$ cat config.mk
export PLATFORM = sky130hd
export DESIGN_NAME = reg_file_alu_pipe
export DESIGN_NICKNAME = d
export VERILOG_FILES = /design/src/rtl/reg_file_alu_pkg.sv /design/src/rtl/reg_file_alu_pipe_alu_flags.sv /design/src/rtl/reg_file_alu_pipe.sv
export SDC_FILE = /design/constraint.sdc
export NUM_CORES = 1
export LEC_CHECK = 0
export ABC_CLOCK_PERIOD_IN_PS = 3900
export BUFFER_PORTS_ARGS = -buffer_cell sky130_fd_sc_hd__buf_4
export CORE_MARGIN = 5
export CORE_UTILIZATION = 51
export CTS_BUF_LIST = sky130_fd_sc_hd__clkbuf_16
export DETAILED_ROUTE_END_ITERATION = 10
export PLACE_DENSITY = 0.71
export SYNTH_ARGS = -nofsm -noshare
export SYNTH_HDL_FRONTEND = slang
export SYNTH_HIERARCHICAL = 1
export SYNTH_SLANG_ARGS = --single-unit
$ cat constraint.sdc
create_clock -name CLK -period 3.9 [get_ports CLK]
set_input_delay 1.17 -clock CLK [delete_from_list [all_inputs] [get_ports CLK]]
set_output_delay 1.17 -clock CLK [all_outputs]
set_load 0.1 [all_outputs]
$ cat src/rtl/reg_file_alu_pkg.sv
// Shared types for the register-file / ALU pipeline.
//   alu_op_e    : 3-bit ALU opcode as carried in the ALUControl port
//   alu_flags_t : Zero / Carry / Negative / Overflow result flags
package reg_file_alu_pkg;

  localparam int ALU_OP_W = 3;

  typedef enum logic [ALU_OP_W-1:0] {
    ALU_ADD = 3'b000,
    ALU_SUB = 3'b001,
    ALU_AND = 3'b010,
    ALU_OR  = 3'b011,
    ALU_XOR = 3'b100,
    ALU_SHL = 3'b101,
    ALU_SHR = 3'b110,
    ALU_SLT = 3'b111
  } alu_op_e;

  typedef struct packed {
    logic zero;
    logic carry;
    logic negative;
    logic overflow;
  } alu_flags_t;

endpackage

$ cat src/rtl/reg_file_alu_pipe_alu_flags.sv
// Combinational ALU producing a DATA_W result and four flags.
//   a, b   : operands
//   op     : opcode
//   result : op(a, b), truncated to DATA_W
//   flags  : zero/negative for every op; carry/overflow only for add and sub
module alu_flags
  import reg_file_alu_pkg::*;
#(
  parameter int DATA_W = 8
) (
  input  logic [DATA_W-1:0] a,
  input  logic [DATA_W-1:0] b,
  input  alu_op_e           op,
  output logic [DATA_W-1:0] result,
  output alu_flags_t        flags
);

  localparam int SHW = $clog2(DATA_W);
  localparam int MSB = DATA_W - 1;

  logic [DATA_W:0] sum_w;
  logic [DATA_W:0] diff_w;

  always_comb begin
    result = '0;
    flags  = '0;
    sum_w  = {1'b0, a} + {1'b0, b};
    diff_w = {1'b0, a} - {1'b0, b};
    case (op)
      ALU_ADD: begin
        result         = sum_w[MSB:0];
        flags.carry    = sum_w[DATA_W];
        flags.overflow = (a[MSB] == b[MSB]) && (sum_w[MSB] != a[MSB]);
      end
      ALU_SUB: begin
        result         = diff_w[MSB:0];
        // borrow bit clear means a >= b unsigned
        flags.carry    = ~diff_w[DATA_W];
        flags.overflow = (a[MSB] != b[MSB]) && (diff_w[MSB] != a[MSB]);
      end
      ALU_AND: result = a & b;
      ALU_OR:  result = a | b;
      ALU_XOR: result = a ^ b;
      ALU_SHL: result = a << b[SHW-1:0];
      ALU_SHR: result = a >> b[SHW-1:0];
      ALU_SLT: result = {{(DATA_W-1){1'b0}}, ($signed(a) < $signed(b))};
      default: result = '0;
    endcase
    flags.zero     = (result == '0);
    flags.negative = result[MSB];
  end

endmodule

$ cat src/rtl/reg_file_alu_pipe.sv
// Two-stage register-file + ALU pipeline with valid/ready handshakes.
//   CLK, reset          : clock, synchronous active-high reset
//   in_valid/in_ready   : instruction handshake (RA1, RA2, WA, immediate,
//                         ALUControl, ALUSrc, write_enable)
//   res_valid/res_ready : result handshake (ALUResult + flags)
//   cpu_out             : registered copy of reg[OUT_REG]
// S1 holds operands; the ALU evaluates S1 combinationally, writes the
// register file when S1 advances, and S2 registers result and flags.
module reg_file_alu_pipe
  import reg_file_alu_pkg::*;
#(
  parameter int DATA_W  = 8,
  parameter int ADDR_W  = 4,
  parameter int OUT_REG = 2**ADDR_W - 1
) (
  input  logic              CLK,
  input  logic              reset,
  input  logic              in_valid,
  output logic              in_ready,
  input  logic [ADDR_W-1:0] RA1,
  input  logic [ADDR_W-1:0] RA2,
  input  logic [ADDR_W-1:0] WA,
  input  logic [DATA_W-1:0] immediate,
  input  logic [2:0]        ALUControl,
  input  logic              ALUSrc,
  input  logic              write_enable,
  output logic              res_valid,
  input  logic              res_ready,
  output logic [DATA_W-1:0] ALUResult,
  output logic              Zero,
  output logic              Carry,
  output logic              Negative,
  output logic              Overflow,
  output logic [DATA_W-1:0] cpu_out
);

  localparam int                NREG    = 2**ADDR_W;
  localparam logic [ADDR_W-1:0] OUT_IDX = ADDR_W'(OUT_REG);

  logic [DATA_W-1:0] regs_q [NREG];
  logic [DATA_W-1:0] regs_d [NREG];

  logic              s1_valid_q, s1_valid_d;
  logic [DATA_W-1:0] s1_a_q, s1_a_d, s1_b_q, s1_b_d;
  alu_op_e           s1_op_q, s1_op_d;
  logic [ADDR_W-1:0] s1_wa_q, s1_wa_d;
  logic              s1_we_q, s1_we_d;

  logic              res_valid_q, res_valid_d;
  logic [DATA_W-1:0] result_q, result_d;
  alu_flags_t        flags_q, flags_d;
  logic [DATA_W-1:0] cpu_out_q, cpu_out_d;

  logic [DATA_W-1:0] alu_result;
  alu_flags_t        alu_fl;
  logic              s1_advance, accept, bp_a, bp_b;

  alu_flags #(.DATA_W(DATA_W)) u_alu (
    .a      (s1_a_q),
    .b      (s1_b_q),
    .op     (s1_op_q),
    .result (alu_result),
    .flags  (alu_fl)
  );

  always_comb begin
    s1_advance = s1_valid_q && (!res_valid_q || res_ready);
    in_ready   = reset || !s1_valid_q || s1_advance;
    accept     = in_valid && in_ready && !reset;
    // S1 result forwarded whether or not S1 moves this edge
    bp_a = s1_valid_q && s1_we_q && (s1_wa_q == RA1);
    bp_b = s1_valid_q && s1_we_q && (s1_wa_q == RA2) && !ALUSrc;

    s1_valid_d = s1_valid_q;
    s1_a_d     = s1_a_q;
    s1_b_d     = s1_b_q;
    s1_op_d    = s1_op_q;
    s1_wa_d    = s1_wa_q;
    s1_we_d    = s1_we_q;
    if (accept) begin
      s1_valid_d = 1'b1;
      s1_a_d     = bp_a ? alu_result : regs_q[RA1];
      s1_b_d     = ALUSrc ? immediate : (bp_b ? alu_result : regs_q[RA2]);
      s1_op_d    = alu_op_e'(ALUControl);
      s1_wa_d    = WA;
      s1_we_d    = write_enable;
    end else if (s1_advance) begin
      s1_valid_d = 1'b0;
    end

    res_valid_d = res_valid_q;
    result_d    = result_q;
    flags_d     = flags_q;
    if (s1_advance) begin
      res_valid_d = 1'b1;
      result_d    = alu_result;
      flags_d     = alu_fl;
    end else if (res_ready) begin
      res_valid_d = 1'b0;
    end

    regs_d = regs_q;
    if (s1_advance && s1_we_q) regs_d[s1_wa_q] = alu_result;

    cpu_out_d = regs_q[OUT_IDX];
  end

  always_ff @(posedge CLK) begin
    if (reset) begin
      s1_valid_q  <= 1'b0;
      s1_a_q      <= '0;
      s1_b_q      <= '0;
      s1_op_q     <= ALU_ADD;
      s1_wa_q     <= '0;
      s1_we_q     <= 1'b0;
      res_valid_q <= 1'b0;
      result_q    <= '0;
      flags_q     <= '0;
      regs_q      <= '{default: '0};
      cpu_out_q   <= '0;
    end else begin
      s1_valid_q  <= s1_valid_d;
      s1_a_q      <= s1_a_d;
      s1_b_q      <= s1_b_d;
      s1_op_q     <= s1_op_d;
      s1_wa_q     <= s1_wa_d;
      s1_we_q     <= s1_we_d;
      res_valid_q <= res_valid_d;
      result_q    <= result_d;
      flags_q     <= flags_d;
      regs_q      <= regs_d;
      cpu_out_q   <= cpu_out_d;
    end
  end

  assign res_valid = res_valid_q;
  assign ALUResult = result_q;
  assign Zero      = flags_q.zero;
  assign Carry     = flags_q.carry;
  assign Negative  = flags_q.negative;
  assign Overflow  = flags_q.overflow;
  assign cpu_out   = cpu_out_q;

endmodule
* Yosys cells after proc, flatten, opt, wreduce, memory -nomap -nowiden
Index checks and enable logic that the tools add are counted.
** Word-level totals
- Word-level logic and storage cells :: 99
- Bits in registers :: 174
- Input bits :: 29
** Operators by class
- Add/subtract/negate cells :: 2
- Bitwise logic cells :: 7
- Magnitude comparators :: 5
- Muxes and demuxes :: 19
- Reduce and logical (&&, ||, !) cells :: 22
- Equality and inequality tests :: 13
- Shifts and indexed selects :: 2
** Operators by type and width (number)
- $bwmux W128 :: 1
- $bmux W8 S4 :: 2
- $mux W8 :: 8
- $pmux W8 S8 :: 1
- $demux W8 S4 :: 1
- $ge A5 B5 Y1 const B :: 3
- $not A4 Y5 :: 3
- $eq A3 B3 Y1 const B :: 4
- $logic_and A1 B1 Y1 :: 11
- $add A8 B8 Y9 :: 1
- $sub A8 B8 Y9 :: 1
- $and A8 B8 Y8 :: 1
- $eq A4 B4 Y1 :: 2
- $logic_not A8 Y1 :: 1
- $lt A8 B8 Y1 :: 1
- $or A8 B8 Y8 :: 1
- $shl A8 B3 Y8 :: 1
- $shr A8 B3 Y8 :: 1
- $xor A8 B8 Y8 :: 1
- $eq A3 B2 Y1 const B :: 2
- $lt A5 B1 Y1 const B :: 1
- $logic_not A1 Y1 :: 4
- $mux W1 :: 4
- $pmux W1 S2 :: 2
- 7 further kinds :: 12

* Longest topological paths before layout
Gate-level depths: netlist of the first run.
- Depth after elaboration :: 7
- Gate-level depth with buffers :: 15

* Cells and area by module
The synthesis of the first run kept the hierarchy.
** Modules (own cells, without submodules)
- reg_file_alu_pipe :: area each 8973.6 um^2, instances 1, cells an instance 989
- alu_flags :: area each 1779.2 um^2, instances 1, cells an instance 239

* Least setup slack after synthesis of the first run
No wires, ideal clock.
- Path kind :: input to output
- Start point :: input port reset
- End point :: output port in_ready
- Stages on the path :: 3
- Setup slack :: 506 ps
- Arrival time :: 2224 ps
- Data required time :: 2730 ps
- Path through :: clkbuf_1 clkbuf_1 or2_2
** Between the ends
- Longest elaborated chain between the ends :: 2
** RTL lines
- start, declared :: line reg_file_alu_pipe.sv:17 : input logic reset,
- $logic_or A1 B1 Y1 (2 in series) :: line reg_file_alu_pipe.sv:68 : in_ready = reset || !s1_valid_q || s1_advance;
- end, declared :: line reg_file_alu_pipe.sv:19 : output logic in_ready,
No other way between the ends.

* Worst setup path after layout of the first run
- Start point :: register s1_a_q[2]
- End point :: register s1_a_q[5]
** Between the ends
- Longest elaborated chain between the ends :: 3
** RTL lines
- start, declared :: line reg_file_alu_pipe.sv:44 : logic [DATA_W-1:0] s1_a_q, s1_a_d, s1_b_q, s1_b_d;
- start signal, assigned :: line reg_file_alu_pipe.sv:111 : s1_a_q <= '0;
- start signal, assigned :: line reg_file_alu_pipe.sv:123 : s1_a_q <= s1_a_d;
- $sub A8 B8 Y9 (tied with other cells) :: line reg_file_alu_pipe_alu_flags.sv:28 : diff_w = {1'b0, a} - {1'b0, b};
- $pmux W8 S8 * :: line reg_file_alu_pipe_alu_flags.sv:29 : case (op)
- named net alu_result[5] :: line reg_file_alu_pipe.sv:54 : logic [DATA_W-1:0] alu_result;
- $mux W8 * :: line reg_file_alu_pipe.sv:82 : s1_a_d = bp_a ? alu_result : regs_q[RA1];
The timed path passes the listed nets; every way through them passes the cells marked *.
A chain may end at the register's enable or synchronous reset.

==> results of run 1 <==
[critical path, cell delays in order, from the launching register on]
cell and delay [ns]:
dfxtp_1 0.53, inv_1 0.08, ha_1 0.44, nor3_1 0.09, a221oi_1 0.38, a22oi_1 0.18
xnor2_1 0.15, a2111oi_0 0.90, inv_2 0.43, inv_1 0.14, o221ai_1 0.14
[worst paths after layout]
check,to,depth (start not counted),slack [ns],from
setup / recovery,s1_a_q[5]$_SDFFE_PP0P_,10,0.28,s1_a_q[2]$_SDFFE_PP0P_
hold / removal,ALUResult[6]$_SDFFE_PP0P_,2,0.45,ALUResult[6]$_SDFFE_PP0P_
setup reg to reg,s1_a_q[5]$_SDFFE_PP0P_,10,0.28,s1_a_q[2]$_SDFFE_PP0P_
hold reg to reg,ALUResult[6]$_SDFFE_PP0P_,2,0.45,ALUResult[6]$_SDFFE_PP0P_
[layout make-up]
cell class,instances,share of cell area
sequential,174,0.299
clock buffer,17,0.0365
timing repair buffer,87,0.0560
multi-input combinational,873,0.557
tap,275,0.0295
clock inverter,15,0.00923
inverter,40,0.0129
[synth_stat cells (6+ instances only)]
master / n / area (sq um)
buf_6: 6 / 67.6
nor2b_1: 23 / 144
o311ai_0: 8 / 70.1
inv_1: 39 / 146
dfxtp_1: 174 / 3480
mux2i_1: 15 / 150
o221ai_1: 8 / 70.1
clkbuf_1: 93 / 349
nand2_1: 60 / 225
a22o_1: 19 / 166
nor2_1: 37 / 139
mux2_2: 16 / 180
nand2b_1: 13 / 81.3
nand3_1: 143 / 716
a22oi_1: 9 / 67.6
nor3_1: 12 / 60.1
a221oi_1: 14 / 123
a21oi_1: 155 / 776
xnor2_1: 13 / 114
mux4_1: 7 / 184
buf_2: 24 / 120
ha_1: 25 / 313
mux4_2: 59 / 1330
o22ai_1: 8 / 50.1
o21ai_0: 134 / 671
and3_1: 10 / 62.6
buf_4: 12 / 90.1
o221ai_2: 9 / 135
[layout by cell type (no fill, tap or decap), drive strengths merged, types with 5 or more instances in the layout]
cell / instances
nand3: 144
o311ai: 8
o21ai: 140
a21oi: 155
nand2: 61
a22oi: 9
nand2b: 13
ha: 25
mux4: 66
clkinv: 8
mux2: 16
inv: 44
nor4: 5
and3: 10
clkbuf: 17
a211oi: 5
o221ai: 17
dfxtp: 174
o22ai: 8
nor2b: 23
xnor2: 13
buf: 87
nor2: 38
a221oi: 14
nor3: 13
mux2i: 15
a22o: 19
[registers in the layout, indices dropped and copies added, names as in the netlist]
name	count
ALUResult	8
Carry	1
Negative	1
Overflow	1
Zero	1
cpu_out	8
cpu_out_d	8
regs_q	120
res_valid	1
s1_a_q	8
s1_b_q	8
s1_op_q	3
s1_valid_q	1
s1_wa_q	4
s1_we_q	1
[layer usage]
metal | GRT usage | wire, um
met4 | 0.102 | 936
met1 | 0.385 | 13800
met3 | 0.0459 | 3030
met2 | 0.444 | 16300
met5 | 0 | 0
[where the power goes]
group | internal [mW] | switching (mW) | total [mW]
logic | 0.174 | 0.432 | 0.606
registers | 1.79 | 0.0241 | 1.82
clock network | 0.863 | 0.723 | 1.59
total | 2.83 | 1.18 | 4.01
[kinds of logic (layout without fill, tap and decap cells)]
| family | after synthesis | in the layout | synth area share |
|---|---|---|---|
| XOR/XNOR | 15 | 15 | 0.0122 |
| AND/OR/NAND/NOR | 333 | 333 | 0.159 |
| flip-flops | 174 | 174 | 0.324 |
| adder cells (fa/ha/maj) | 27 | 27 | 0.0328 |
| multiplexers | 97 | 97 | 0.171 |
| AO/OA/AOI/OAI | 401 | 401 | 0.224 |
| buffers and inverters | 181 | 159 | 0.0759 |
[per-stage QoR]
| step | hold WS, ns | utilization | power (mW) |
|---|---|---|---|
| 2_1_floorplan | 0.458 | - | 2.27 |
| 3_3_place_gp | 0.447 | 0.532 | 2.44 |
| 3_5_place_dp | 0.450 | 0.532 | 2.45 |
| 4_1_cts | 0.459 | 0.558 | 4.00 |
| 5_1_grt | 0.487 | 0.558 | 4.14 |
| 6_report | 0.454 | 0.558 | 4.01 |
==> results.ini, run 1 <==
[clock_network]
cts_tree = done
clkTransAtPathRegs_ns = 0.07
cts_setup_buffers = 0
clock_latency_ns = 0.44
cts_sinks = 174
cts_root_buf = clkbuf_16
cts_buffer_depth = 2
post_cts_resized = 0
htreeDepth = 4
cts_hold_buf = 0
cts_buffers = 17

[floorplan]
io_pins = 51
floorplan.initialDensity = 0.515
die_height_um = 155
rows = 53
core_area_sq_mm = 0.0209
dieArea_sq_mm = 0.0241
die_w_um = 155

[routing]
avgRoutedWirePerCell_um = 23.0
drc = 0
viasPerCell = 6.78
drt-initial-drc-count = 1214
ant_nets = 0
wl_um = 34000
vias = 10000
drtPass1Iterations = 8

[setup_path]
worstPathMaxFanout = 19
critPathCaptureType = flip-flop
cp.arrival_ns = 3.90
startpoint_type = flip-flop
required_ns = 4.18
path_class = reg -> reg

[min_path]
hold_class = reg -> reg

[cells_and_area]
nNetsFinal = 1249
seqCellArea_sq_mm = 0.00348
stdcell_count = 1481
design_area_sq_mm = 0.0117
multi_input_area_sq_mm = 0.00649
drive_gt1_frac = 0.184
area_growth_pct = 8.38
diodes = 0
fill_cells = 1899

[power]
leakage_nw = 3.91
vdd_ir_drop_max_mv = 0.336
power_density_mw_per_mm2 = 344

[timing]
finClkSkew_ns = 0.00914
rsz0062_at_grt = false
setup_viol = 0
fmax_ghz = 0.276
worst_pin_slew_ns = 1.20
setup_slack_ns = 0.280
fin_setup_tns_ns = 0
slew_viol_final = 0
min_period_over_period = 0.928
min_period_ns = 3.62
slew-limit-headroom = 0.202
timing.final.hold_violations = 0

[outcome]
status = completed

[placement]
placed_area_sq_mm = 0.0111
place_inst = 1449
pre_cts_slack_ns = 0.284
routabilityCongestion = 0.910
io_buffers = 50
hpwl_um = 21400

[synth]
synth_area_sq_mm = 0.0108
avgSynthCellArea_sq_um = 8.76
ys_async_sr_fraction = 0
yosysSeqAreaShare = 0.324
ys.flop_type = dfxtp_1
synth_cell_types = 73
syn_inst = 1228
synth-seq-cells = 174
synth_edf_count = 0
syn_nets = 1284
ys_warn_count = 6

[global_route]
grt_pass1_wl_um = 53600
antenna_found_initial = 0
grt_pass1_vias = 9409
overflow = 0
grt_usage = 0.279
grt_max_degree = 105

[job]
max_cap_viol_count = 0

Power figures use the tool's default switching activity.
==> run 2: changes to the inputs <==
--- a/config.mk
+++ b/config.mk
@@ -8,10 +8,10 @@
 export ABC_CLOCK_PERIOD_IN_PS = 3900
 export BUFFER_PORTS_ARGS = -buffer_cell sky130_fd_sc_hd__buf_4
 export CORE_MARGIN = 5
-export CORE_UTILIZATION = 51
+export CORE_UTILIZATION = 63
 export CTS_BUF_LIST = sky130_fd_sc_hd__clkbuf_16
 export DETAILED_ROUTE_END_ITERATION = 10
-export PLACE_DENSITY = 0.71
+export PLACE_DENSITY = 0.84
 export SYNTH_ARGS = -nofsm -noshare
 export SYNTH_HDL_FRONTEND = slang
 export SYNTH_HIERARCHICAL = 1
==> run 2 against run 1 <==
  * Via count grew 3.3%
  * Global-route usage increased by 4.7 points
  * Fmax decreased by 0.75%
  * Largest power group unchanged
  * Clock power is essentially flat
==> results.ini, run 2 (synthesis gave the netlist of run 1 again) <==
[cells_and_area]
regMostFlops = regs_q
area_growth_pct = 7.39
stdcell_count = 1419  ; -4.2%
final_common_cell = dfxtp_1
drive_gt1_frac = 0.179  ; -0.00476
nNetsFinal = 1242  ; -0.56%
design_area_sq_mm = 0.0115  ; -0.91%
diodes = 0  ; unchanged
final_util = 0.694  ; +0.136
largest_reg_flops = 120  ; unchanged
final_cell_mix = dfxtp_1, a21oi_1, nand3_1
fill_cells = 1308  ; -31%

[timing]
finClkSkew_ns = 0.0105  ; +0.00134 ns
min_period_over_period = 0.935  ; +0.00698
rsz0062_at_grt = false
fmax_ghz = 0.274  ; -0.75%
setup_viol = 0  ; unchanged
fin_setup_tns_ns = 0  ; unchanged
worst_pin_slew_ns = 1.23  ; +0.0308 ns
timing.final.hold_violations = 0  ; unchanged
min_period_ns = 3.65  ; +0.0272 ns
slew_viol_final = 0  ; unchanged
setup_slack_ns = 0.253  ; -0.0272 ns
slew-limit-headroom = 0.182  ; -0.0206
holdWs_ns = 0.455  ; +0.00144 ns

[global_route]
antenna_found_initial = 0  ; unchanged
overflow = 0  ; unchanged
grt_max_degree = 163  ; +55%
grt_pass1_vias = 9666  ; +2.7%
grt_pass1_wl_um = 52000  ; -2.9%
grt_usage = 0.326  ; +0.0473

[power]
switching_share = 0.292  ; -0.00217
vdd_ir_drop_max_mv = 0.374  ; +11%
p_total_mw = 4.00  ; -0.29%
p_comb_frac = 0.151  ; about the same
leakage_nw = 3.89  ; -0.47%
switching_power_mw = 1.17  ; -1.0%
power_density_mw_per_mm2 = 346  ; +0.63%
p_clk_frac = 0.394  ; about the same
seqPwrFrac = 0.455  ; +0.002
intPower_mw = 2.83  ; about the same

[floorplan]
die_w_um = 141  ; -9.4%
die_height_um = 141  ; -9.4%
io_pins = 51  ; unchanged
rows = 47  ; -11%
floorplan.initialDensity = 0.646  ; +0.131
core_area_sq_mm = 0.0166  ; -20%
dieArea_sq_mm = 0.0198  ; -18%

[setup_path]
startpoint_type = flip-flop
reg2reg_slack_ns = 0.25  ; -0.03 ns
required_ns = 4.18  ; about the same
regToRegEndpoint = regs_q[29]$_SDFFE_PP0P_
critPathCaptureType = flip-flop
cp.arrival_ns = 3.93  ; +0.03 ns
rr_startpoint = s1_a_q[4]$_SDFFE_PP0P_
endpoint = regs_q[29]$_SDFFE_PP0P_
r2r_cells = 10  ; unchanged
crit_path_start = s1_a_q[4]$_SDFFE_PP0P_
worstPathMaxFanout = 19  ; unchanged
path_class = reg -> reg

[clock_network]
cts_tree = done
htreeDepth = 4  ; unchanged
clock_latency_ns = 0.44  ; about the same
cts_sinks = 174  ; unchanged
cts_root_buf = clkbuf_16
cts_buffer_depth = 2  ; unchanged
clkTransAtPathRegs_ns = 0.07  ; about the same
cts_buffers = 17  ; unchanged

[routing]
wl_um = 32800  ; -3.5%
ant_nets = 0  ; unchanged
avgRoutedWirePerCell_um = 23.1  ; +0.75%
drc = 0  ; unchanged
drtPass1Iterations = 6  ; -2
vias = 10400  ; +3.3%
drt-initial-drc-count = 1707  ; +41%
viasPerCell = 7.30  ; +7.8%

[placement]
place_inst = 1387  ; -4.3%
placed_area_sq_mm = 0.0110  ; -0.98%
pre_cts_slack_ns = 0.176  ; -0.108 ns
hpwl_um = 20000  ; -6.4%
routabilityCongestion = 0.966  ; +6.1%
io_buffers = 50  ; unchanged

[min_path]
hold_class = reg -> reg

[job]
max_cap_viol_count = 0  ; unchanged

[outcome]
status = completed

run 2: cell count changes in the layout (fill, tap and decap cells not counted):
cell and delta:
buf_12 +1, inv_1 +2, a2111oi_0 -1, clkinvlp_4 -1
a2111oi_1 +1, clkinv_1 -2, buf_4 -8, inv_6 +1
run 2: how the worst min path moves through the flow:
stage | from | endpoint | slack, ns | cells past startpoint
after floorplan | s1_op_q[2]$_SDFFE_PP0P_ | s1_op_q[2]$_SDFFE_PP0P_ | 0.46 | 2
after global placement | ALUResult[1]$_SDFFE_PP0P_ | ALUResult[1]$_SDFFE_PP0P_ | 0.44 | 2
after detailed placement | ALUResult[6]$_SDFFE_PP0P_ | ALUResult[6]$_SDFFE_PP0P_ | 0.45 | 2
after CTS | ALUResult[6]$_SDFFE_PP0P_ | ALUResult[6]$_SDFFE_PP0P_ | 0.46 | 2
after global routing | ALUResult[6]$_SDFFE_PP0P_ | ALUResult[6]$_SDFFE_PP0P_ | 0.47 | 2
final | Overflow$_SDFFE_PP0P_ | Overflow$_SDFFE_PP0P_ | 0.46 | 2
run 2: cell type report:
| class | instances | area [sq um] | share of cell area |
|---|---|---|---|
| Multi-Input combinational cell | 873 | 6490 | 0.562 |
| Sequential cell | 174 | 3480 | 0.302 |
| Timing Repair Buffer | 80 | 613 | 0.0531 |
| Clock buffer | 17 | 425 | 0.0368 |
| Tap cell | 220 | 275 | 0.0238 |
| Inverter | 40 | 150 | 0.0130 |
| Clock inverter | 15 | 109 | 0.00943 |
run 2: timing repair:
| item | CTS | global route |
|---|---|---|
| setup buffers | 0 | 0 |
| endpoints found under the setup margin | 0 | 19 |
| resized for setup | 0 | 2 |
| hold buffers | 0 | 0 |
run 2: power groups by stage:
stage,logic [mW],registers (mW),clock network [mW]
5_1_grt,0.629,1.82,1.66
6_report,0.602,1.82,1.58
3_3_place_gp,0.572,1.86,0
3_5_place_dp,0.578,1.86,0
4_1_cts,0.581,1.82,1.57
2_1_floorplan,0.389,1.89,0
run 2: metal layers:
layer | vias up | part of all wire | GRT usage
li1 | 4455 | - | -
met1 | 4970 | 0.37 | 0.442
met2 | 816 | 0.46 | 0.498
met3 | 124 | 0.13 | 0.0708
met4 | 0 | 0.042 | 0.159
met5 | - | 0 | 0
run 2: critical path: stages (launching register included):
cell and delay [ns]:
dfxtp_1 0.57, inv_1 0.09, ha_1 0.47, inv_1 0.12, a221oi_1 0.46, a22oi_1 0.19
xnor2_1 0.16, a2111oi_1 0.75, inv_2 0.41, nand3_1 0.18, a21oi_1 0.08
